===== src/rtl/filter_pkg.sv =====
// Shared encodings for the filter load sequencer, im_filter and benches.
package filter_pkg;

  typedef logic [2:0] fl_state_t;

  localparam fl_state_t ST_IDLE    = 3'd0;
  localparam fl_state_t ST_LOAD_CF = 3'd1;
  localparam fl_state_t ST_GAP     = 3'd2;
  localparam fl_state_t ST_STREAM  = 3'd3;
  localparam fl_state_t ST_DRAIN   = 3'd4;
  localparam fl_state_t ST_DONE    = 3'd5;

  localparam logic DATA_ID_CF  = 1'b1;
  localparam logic DATA_ID_PIX = 1'b0;

  function automatic logic is_busy_state(input fl_state_t s);
    return (s == ST_LOAD_CF) || (s == ST_GAP) || (s == ST_STREAM) || (s == ST_DRAIN);
  endfunction

endpackage


===== src/rtl/filter_load_ctrl_fl_counter.sv =====
// Up-counter with clear/load/increment and an equality terminal-count flag.
module fl_counter #(
  parameter int W = 9
) (
  input  logic         clk,
  input  logic         reset,
  input  logic         clr,
  input  logic         load,
  input  logic [W-1:0] load_val,
  input  logic         inc,
  input  logic [W-1:0] tc_val,
  output logic [W-1:0] cnt,
  output logic         tc
);

  always_ff @(posedge clk) begin
    if (!reset) begin
      cnt <= '0;
    end else if (clr) begin
      cnt <= '0;
    end else if (load) begin
      cnt <= load_val;
    end else if (inc) begin
      cnt <= cnt + W'(1);
    end
  end

  assign tc = (cnt == tc_val);

endmodule


===== src/rtl/filter_load_ctrl.sv =====
// Sequencer in front of im_filter: coefficient load, idle gap, pixel frame, output drain.
// state   | meaning
// IDLE    | wait for start      LOAD_CF | accept NCF coefs    GAP  | GAP_CYC idle cycles
// STREAM  | accept R*C pixels   DRAIN   | await filter output DONE | one-cycle done pulse
module filter_load_ctrl
  import filter_pkg::*;
#(
  parameter int DATA_BIT   = 15,
  parameter int DATA_IDBIT = 1,
  parameter int ROW_WIDTH  = 10,
  parameter int COL_WIDTH  = 10,
  parameter int MASK_WIDTH = 7,
  parameter int CNT_BIT    = 9,
  parameter int GAP_CYC    = 20,
  parameter int TMO_BIT    = 10
) (
  input  logic                  clk,
  input  logic                  reset,
  input  logic                  start,
  input  logic                  abort,
  input  logic                  cf_valid,
  input  logic [DATA_BIT-1:0]   cf_data,
  output logic                  cf_ready,
  input  logic                  px_valid,
  input  logic [DATA_BIT-1:0]   px_data,
  output logic                  px_ready,
  output logic                  data_in_valid,
  output logic [DATA_BIT-1:0]   data_in,
  output logic [DATA_IDBIT-1:0] data_id,
  input  logic                  pix_out_valid,
  output logic                  busy,
  output logic                  done,
  output logic                  err_tmo
);

  localparam int NCF  = MASK_WIDTH * MASK_WIDTH;
  localparam int NPIX = ROW_WIDTH * COL_WIDTH;

  localparam logic [CNT_BIT-1:0] NCF_LAST  = CNT_BIT'(NCF - 1);
  localparam logic [CNT_BIT-1:0] NPIX_LAST = CNT_BIT'(NPIX - 1);
  localparam logic [CNT_BIT-1:0] NPIX_ALL  = CNT_BIT'(NPIX);
  localparam logic [CNT_BIT-1:0] GAP_LAST  = CNT_BIT'(GAP_CYC - 1);
  // Firing on the last silent cycle makes 2**TMO_BIT-1 silent cycles in total.
  localparam logic [TMO_BIT-1:0] TMO_LAST  = TMO_BIT'((2 ** TMO_BIT) - 2);

  fl_state_t state_q, state_d;

  logic               cf_acc, px_acc, word_acc;
  logic               in_clr, in_last;
  logic [CNT_BIT-1:0] in_cnt, in_tc_val;
  logic               in_tc;
  logic               gap_clr, gap_inc, gap_tc;
  logic [CNT_BIT-1:0] gap_cnt;
  logic               out_clr, out_inc, out_tc, out_full;
  logic [CNT_BIT-1:0] out_cnt;
  logic               wd_clr, wd_inc, wd_tc, tmo_hit;
  logic [TMO_BIT-1:0] wd_cnt;
  logic               start_ok;

  assign cf_ready = (state_q == ST_LOAD_CF);
  assign px_ready = (state_q == ST_STREAM);
  assign busy     = is_busy_state(state_q);
  assign done     = (state_q == ST_DONE);

  assign cf_acc   = cf_valid & cf_ready;
  assign px_acc   = px_valid & px_ready;
  assign word_acc = cf_acc | px_acc;
  assign start_ok = start & ((state_q == ST_IDLE) | (state_q == ST_DONE));

  // Input word counter is shared by the coefficient and pixel phases.
  assign in_tc_val = (state_q == ST_STREAM) ? NPIX_LAST : NCF_LAST;
  assign in_last   = word_acc & in_tc;
  assign in_clr    = abort | in_last | ~((state_q == ST_LOAD_CF) | (state_q == ST_STREAM));

  fl_counter #(.W(CNT_BIT)) u_in_cnt (
    .clk      (clk),
    .reset    (reset),
    .clr      (in_clr),
    .load     (1'b0),
    .load_val ('0),
    .inc      (word_acc),
    .tc_val   (in_tc_val),
    .cnt      (in_cnt),
    .tc       (in_tc)
  );

  assign gap_inc = (state_q == ST_GAP);
  assign gap_clr = abort | ~gap_inc | gap_tc;

  fl_counter #(.W(CNT_BIT)) u_gap_cnt (
    .clk      (clk),
    .reset    (reset),
    .clr      (gap_clr),
    .load     (1'b0),
    .load_val ('0),
    .inc      (gap_inc),
    .tc_val   (GAP_LAST),
    .cnt      (gap_cnt),
    .tc       (gap_tc)
  );

  // The filter may start emitting while pixels are still going in.
  assign out_inc  = pix_out_valid & ((state_q == ST_STREAM) | (state_q == ST_DRAIN));
  assign out_clr  = abort | ~((state_q == ST_STREAM) | (state_q == ST_DRAIN));
  assign out_full = (out_cnt == NPIX_ALL) | (out_inc & out_tc);

  fl_counter #(.W(CNT_BIT)) u_out_cnt (
    .clk      (clk),
    .reset    (reset),
    .clr      (out_clr),
    .load     (1'b0),
    .load_val ('0),
    .inc      (out_inc),
    .tc_val   (NPIX_LAST),
    .cnt      (out_cnt),
    .tc       (out_tc)
  );

  assign wd_inc  = (state_q == ST_DRAIN);
  assign wd_clr  = abort | ~wd_inc | pix_out_valid;
  assign tmo_hit = wd_inc & ~pix_out_valid & wd_tc;

  fl_counter #(.W(TMO_BIT)) u_wd_cnt (
    .clk      (clk),
    .reset    (reset),
    .clr      (wd_clr),
    .load     (1'b0),
    .load_val ('0),
    .inc      (wd_inc),
    .tc_val   (TMO_LAST),
    .cnt      (wd_cnt),
    .tc       (wd_tc)
  );

  always_comb begin
    state_d = state_q;
    case (state_q)
      ST_IDLE:    if (start) state_d = ST_LOAD_CF;
      ST_LOAD_CF: if (cf_acc && in_tc) state_d = ST_GAP;
      ST_GAP:     if (gap_tc) state_d = ST_STREAM;
      ST_STREAM:  if (px_acc && in_tc) state_d = out_full ? ST_DONE : ST_DRAIN;
      ST_DRAIN:   if (out_full || tmo_hit) state_d = ST_DONE;
      ST_DONE:    state_d = start ? ST_LOAD_CF : ST_IDLE;
      default:    state_d = ST_IDLE;
    endcase
    if (abort) state_d = ST_IDLE;
  end

  always_ff @(posedge clk) begin
    if (!reset) begin
      state_q       <= ST_IDLE;
      data_in_valid <= 1'b0;
      data_in       <= '0;
      data_id       <= '0;
      err_tmo       <= 1'b0;
    end else begin
      state_q       <= state_d;
      data_in_valid <= 1'b0;
      if (!abort && cf_acc) begin
        data_in_valid <= 1'b1;
        data_in       <= cf_data;
        data_id       <= DATA_IDBIT'(DATA_ID_CF);
      end else if (!abort && px_acc) begin
        data_in_valid <= 1'b1;
        data_in       <= px_data;
        data_id       <= DATA_IDBIT'(DATA_ID_PIX);
      end
      if (start_ok && !abort) begin
        err_tmo <= 1'b0;
      end else if (tmo_hit && !abort) begin
        err_tmo <= 1'b1;
      end
    end
  end

endmodule


===== config.mk =====
export PLATFORM = sky130hd
export DESIGN_NAME = filter_load_ctrl
export DESIGN_NICKNAME = d
export VERILOG_FILES = /design/src/rtl/filter_pkg.sv /design/src/rtl/filter_load_ctrl_fl_counter.sv /design/src/rtl/filter_load_ctrl.sv
export SDC_FILE = /design/constraint.sdc
export NUM_CORES = 1
export LEC_CHECK = 0
export CAP_MARGIN = 20
export CORE_MARGIN = 10
export CORE_UTILIZATION = 25
export CTS_CLUSTER_DIAMETER = 50
export DETAILED_ROUTE_END_ITERATION = 16
export GPL_TIMING_DRIVEN = 0
export SETUP_SLACK_MARGIN = 0.5
export SLEW_MARGIN = 5
export SYNTH_ARGS = -nofsm -noshare
export SYNTH_HDL_FRONTEND = slang
export SYNTH_SLANG_ARGS = --single-unit

===== constraint.sdc =====
create_clock -name clk -period 1.75 [get_ports clk]
set_clock_uncertainty 0.2 [all_clocks]
set_input_delay 0.175 -clock clk [delete_from_list [all_inputs] [get_ports clk]]
set_output_delay 0.175 -clock clk [all_outputs]
set_load 0.01 [all_outputs]

# Word level (Yosys, flattened, before mapping)
# Cells that the tools add are included.
[classes]
div_mod_pow = 0
reduce_logical = 20
shifts = 0
muxes = 15
mul = 0
addsub = 4
magnitude_cmp = 0
n_bitwise = 26
n_eq_ne = 15
[op_table]
columns = ["cell", "count"]
rows = [
  ["15-bit two-way mux", 2],
  ["9-bit by 1-bit adder with 9-bit output, second input constant", 3],
  ["9-bit by 7-bit equality test with 1-bit output, second input constant", 2],
  ["3-bit one-hot mux with 6 select lines", 1],
  ["3-bit two-way mux", 5],
  ["1-bit OR", 12],
  ["2-bit OR reduction", 6],
  ["10-bit by 1-bit adder with 10-bit output, second input constant", 1],
  ["10-bit equality test, second input constant", 1],
  ["9-bit by 5-bit equality test with 1-bit output, second input constant", 1],
  ["9-bit by 7-bit equality test with 1-bit output", 1],
  ["1-bit AND", 8],
  ["2-bit by 1-bit != test with 1-bit output, second input constant", 4],
  ["7-bit two-way mux", 1],
  ["3-bit by 2-bit equality test with 1-bit output, second input constant", 2],
  ["3-bit equality test, second input constant", 2],
  ["1-bit logical AND", 6],
  ["1-bit two-way mux", 6],
  ["1-bit NOT", 6],
  ["5-bit AND reduction", 1],
  ["1-bit logical OR", 4],
  ["3-bit by 1-bit equality test with 1-bit output, second input constant", 1],
  ["3-bit logical NOT", 1],
  ["2-bit != test, second input constant", 1],
  ["2 further kinds", 2],
]
[word_totals]
latch_bits = 0
ramBits = 0
memories = 0
elab_cells = 89
romBits = 0
out_inout_bits = 22
input_bits = 37
register_bits = 58

# Longest topological paths before layout
[logic_depth]
depth_word = 8
mapped_depth = 7
ltp_nobuf = 6

# By module
# Synthesis repeated with hierarchy kept, for this count alone.
[unflattened]
cells_unflattened = 457
area_unflattened_um2 = 3781.1
[modules_own_cells]
columns = ["mod", "cells_each", "area_each_um2", "instances", "seq_area_each_um2"]
rows = [
  ["fl_counter at u_gap_cnt ...", 73, 626.9, 3, 180.2],
  ["filter_load_ctrl", 154, 1196.1, 1, 420.4],
  ["fl_counter at u_wd_cnt", 84, 704.4, 1, 200.2],
]

# Worst setup path before layout
# No wires, ideal clock.
[synth_path]
path_type = "flip-flop to flip-flop"
from = "register u_in_cnt.cnt[0]"
to = "register u_in_cnt.cnt[0]"
path_buffers = 1
period_less_slack_ns = 1.824
arrival_time_ns = 1.508
setup_slack_ns = -0.074
stages_incl_launch_ff = 7
setup_ns = 0.116
required_ns = 1.434
path_cell_list = "dfxtp_1 -> or4b_1 -> mux2i_1 -> and2_1 -> a211o_1 -> buf_2 -> nor2_1"
[synth_between]
elab_chain_cells = 5
word_cells_on_any_way = 6
classes_between = "1 x add/sub; 1 x eq/ne; 3 x bitwise; 1 x reduce/logical"
[synth_rtl]
columns = ["item", "line", "source"]
rows = [
  ["start, declared", "filter_load_ctrl_fl_counter.sv:12", "output logic [W-1:0] cnt,"],
  ["start signal, assigned", "filter_load_ctrl_fl_counter.sv:22", "cnt <= load_val;"],
  ["start signal, assigned", "filter_load_ctrl_fl_counter.sv:24", "cnt <= cnt + W'(1);"],
  ["9-bit by 7-bit equality test with 1-bit output", "filter_load_ctrl_fl_counter.sv:28", "assign tc = (cnt == tc_val);"],
  ["1-bit AND", "filter_load_ctrl.sv:72", "assign in_last = word_acc & in_tc;"],
  ["1-bit OR (2 in series)", "filter_load_ctrl.sv:73", "assign in_clr = abort | in_last | ~((state_q == ST_LOAD_CF) | (state_q == ST_STREAM));"],
  ["2-bit OR reduction (no line)", "--", ""],
]
# Several ways; a longest one is shown, not always the timed one.
# A chain may end at the register's enable or synchronous reset.

# Worst setup path in the final report
[layout_path]
from = "register state_q[1]"
to = "register state_q[0]"
[layout_between]
elab_chain_cells = 8
word_cells_on_any_way = 28
classes_between = "11 x eq/ne; 4 x mux; 8 x bitwise; 5 x reduce/logical"
[layout_rtl]
columns = ["item", "line", "source"]
rows = [
  ["start, declared", "filter_load_ctrl.sv:46", "fl_state_t state_q, state_d;"],
  ["start signal, assigned", "filter_load_ctrl.sv:157", "state_q <= state_d;"],
  ["3-bit by 2-bit equality test with 1-bit output or 3-bit equality test (tied branches)", "--", ""],
  ["1-bit OR", "filter_load_ctrl.sv:103", "assign out_inc = pix_out_valid & ((state_q == ST_STREAM) | (state_q == ST_DRAIN));"],
  ["1-bit AND", "filter_load_ctrl.sv:103", ""],
  ["1-bit AND", "filter_load_ctrl.sv:105", "assign out_full = (out_cnt == NPIX_ALL) | (out_inc & out_tc);"],
  ["1-bit OR", "filter_load_ctrl.sv:105", ""],
  ["1-bit two-way mux or 1-bit logical OR (tied branches)", "filter_load_ctrl.sv:141, filter_load_ctrl.sv:142", ""],
  ["3-bit two-way mux or 2-bit by 1-bit != test with 1-bit output (tied branches)", "--", ""],
  ["3-bit one-hot mux with 6 select lines or 5-bit AND reduction (tied branches)", "--", ""],
]
# Several ways; a longest one is shown, not always the timed one. The select of a mux whose other input is x is not followed.

==> results.toml <==
[synth]
synth.ff_latch_count = 58
syn_area_per_cell_um2 = 9.08
netlist_area_um2 = 2820
synth.distinct_cells = 50
ys_seq_area_share_pct = 41.1
syn_inst = 311
async_flop_share_pct = 0
synth_warnings = 0
syn-num-nets = 354
synth-main-ff-cell = "dfxtp_1"
synth_edf_count = 0

[cells_and_area]
nFillCells = 1070
nNetsFinal = 451
drive_gt1_share_pct = 34.1
final_cell_mix = "dfxtp_1 (49), nor2_1 (34), clkdlybuf4s50_1 (34), nand2_1 (31), buf_6 (21)"
seq_area_um2 = 1180
n_antenna_cell = 0
fin_cells = 553
layout_commonest_cell = "dfxtp_1"
multiInputGateArea_um2 = 1890
syn_to_final_growth_pct = 59.9
design_area_um2 = 4520
utilization_pct = 41.3

[critical_path]
cp_num_buf_inv = 1
critPathTopFamily = "compound AO/OA/AOI/OAI gates"
cp.required_ns = 1.80
max_stage_delay_ns = 0.40
end_kind = "flip-flop"
critPathMaxFanout = 5
path_cells = "buf_6 > or3b_4 > a211o_1 > a211oi_2 > o22ai_1 > a21oi_1"
cp.depth = 6
start_kind = "flip-flop"
cp.arrival_ns = 1.99
crit_slowest_cell = "or3b_4"
ff2ff_path_depth = 6
worstSetupPathType = "reg -> reg"

[clock_tree]
cts.htree.levels = 3
clock-sinks = 58
cts_tree = "built"
cts_buffers = 9
clock_latency_ns = 0.32
root_buffer = "clkbuf_16"
clockBufferDepth = 2
hold_buffers = 0
clkTransAtPathRegs_ns = 0.05

[routing]
antenna_left = 0
drt-initial-drc-count = 128
viasPerCell = 4.72
vias = 2608
dr.pass1.iters = 4
drc = 0
finalWirelength_um = 7840
wl_per_cell_um = 14.2

[status]
status = "complete, but fails checks"
violations = "negative setup slack"

[floorplanning]
die_area_um2 = 15900
die-height_um = 126
start_util_pct = 25.8
num_rows = 38
die_w_um = 126
core_um2 = 10900
io_pins = 59

[flow_run]
drv_cap = 0

[power]
max-vdd-ir-drop_v = 0.000609
p_leak_uw = 0.00177
p_per_area_nw_per_um2 = 762

[timing]
setup_ws_ns = -0.186
tightest_slew_ns = 0.460
period_share_pct = 111
finalSetupViolCount = 20
finalHoldViolations = 0
slew_violations = 0
max_freq_mhz = 516
holdWs_ns = 0.0901
min_period_ns = 1.94
slew_headroom_pct = 69.4
rsz0062_at_grt = "true"

[grt]
grt_pass1_wl_um = 12800
grt_pass1_vias = 2629
grt_max_degree = 11
grt-ovfl-total = 0
grt_usage_pct = 9.56
antenna_found_initial = 0

[worst_hold_path]
hold_class = "in -> reg"
holdPathStages = 2

[placement]
dp_cells = 508
hpwl_um = 5410
placed_area_um2 = 3670
place_congestion = 0.754
portBuffers = 57
state kept, by name (all words and copies together), names as in the netlist:
signal,flops
data_in,15
u_wd_cnt.cnt,10
u_gap_cnt.cnt,9
u_in_cnt.cnt,9
u_out_cnt.cnt,9
state_q,3
data_id,1
data_in_valid,1
err_tmo,1
what timing repair did:
item,CTS,global route
buffers inserted,15,10
setup endpoints to repair,80,62
pin swaps,18,24
resized for setup,134,42
gates cloned,4,0
cell type report:
| type | count | share of cell area (%) |
|---|---|---|
| clock inverters | 5 | 1.72 |
| clock buffers | 11 | 5.37 |
| multi-input cells | 233 | 41.8 |
| well taps | 140 | 3.88 |
| inverters | 9 | 0.914 |
| repair buffers | 85 | 17.3 |
| flip-flops and latches | 58 | 26.1 |
| plain buffers | 12 | 2.91 |
layer usage:
layer	track usage, %	vias up	part of all wire (%)
li1	-	1301	-
met3	3.48	13	6.8
met1	10.7	1234	43
met2	15.7	60	48
met5	0	-	0
met4	4.82	0	2.0
stage by stage:
stage	power, uW	setup TNS [ns]	worst slack [ns]
2_1_floorplan	1440	-0.0606	-0.0307
3_3_place_gp	1570	-10.11	-0.413
3_5_place_dp	1570	-10.84	-0.406
4_1_cts	3470	-1.69	-0.135
5_1_grt	3550	-4.03	-0.220
6_report	3440	-1.33	-0.186
path summary, 6_finish.rpt:
kind,start,end,slack [ns]
max reg2reg,state_q[1]$_SDFFE_PP0P_,state_q[0]$_SDFFE_PP0P_,-0.19
min,reset,data_in[0]$_SDFFE_PN0P_,0.09
max,state_q[1]$_SDFFE_PP0P_,state_q[0]$_SDFFE_PP0P_,-0.19
min reg2reg,u_gap_cnt.cnt[0]$_SDFFE_PP0P_,u_gap_cnt.cnt[0]$_SDFFE_PP0P_,0.27
cells by family (layout without fill, tap and decap cells):
kind of cell / after synthesis / in the layout / share of synthesized area [%]
adders and majority gates: 6 / 6 / 2.66
xor gates and xnor gates: 27 / 27 / 8.37
DFF: 58 / 58 / 41.1
buffers and inverters: 21 / 122 / 3.46
and+or+nand+nor: 138 / 139 / 25.7
AOI/OAI and AO/OA: 42 / 42 / 11.9
muxes: 19 / 19 / 6.73
where the power goes:
part	total [uW]	switching, uW	internal, uW
Sequential	1340	6.70	1330
Combinational	225	91.2	134
Clock	1880	600	1280
Total	3440	697	2740
cell usage after synthesis, types with 2 or more instances:
cell / number / area, um2
nand4b_1: 2 / 17.5
and2_1: 3 / 18.8
ha_1: 6 / 75.1
nand4_1: 8 / 50.1
or4b_1: 2 / 20.0
xnor2_1: 13 / 114
nor4b_1: 3 / 26.3
buf_4: 2 / 15.0
and4_1: 2 / 17.5
and3_1: 3 / 18.8
or3_1: 5 / 31.3
a21oi_1: 8 / 40.0
nand2b_1: 5 / 31.3
a211o_1: 2 / 17.5
o21ai_0: 6 / 30.0
nand3_1: 9 / 45.0
nor2_1: 41 / 154
mux2i_1: 19 / 190
o211a_1: 15 / 150
nor2b_1: 2 / 12.5
nor3_1: 7 / 35.0
nand3b_1: 2 / 15.0
buf_2: 3 / 15.0
xor2_1: 14 / 123
dfxtp_1: 58 / 1160
clkbuf_1: 6 / 22.5
inv_1: 8 / 30.0
nand2_1: 34 / 128
a211oi_1: 2 / 15.0
No activity file was read; power rests on OpenSTA's default activity.
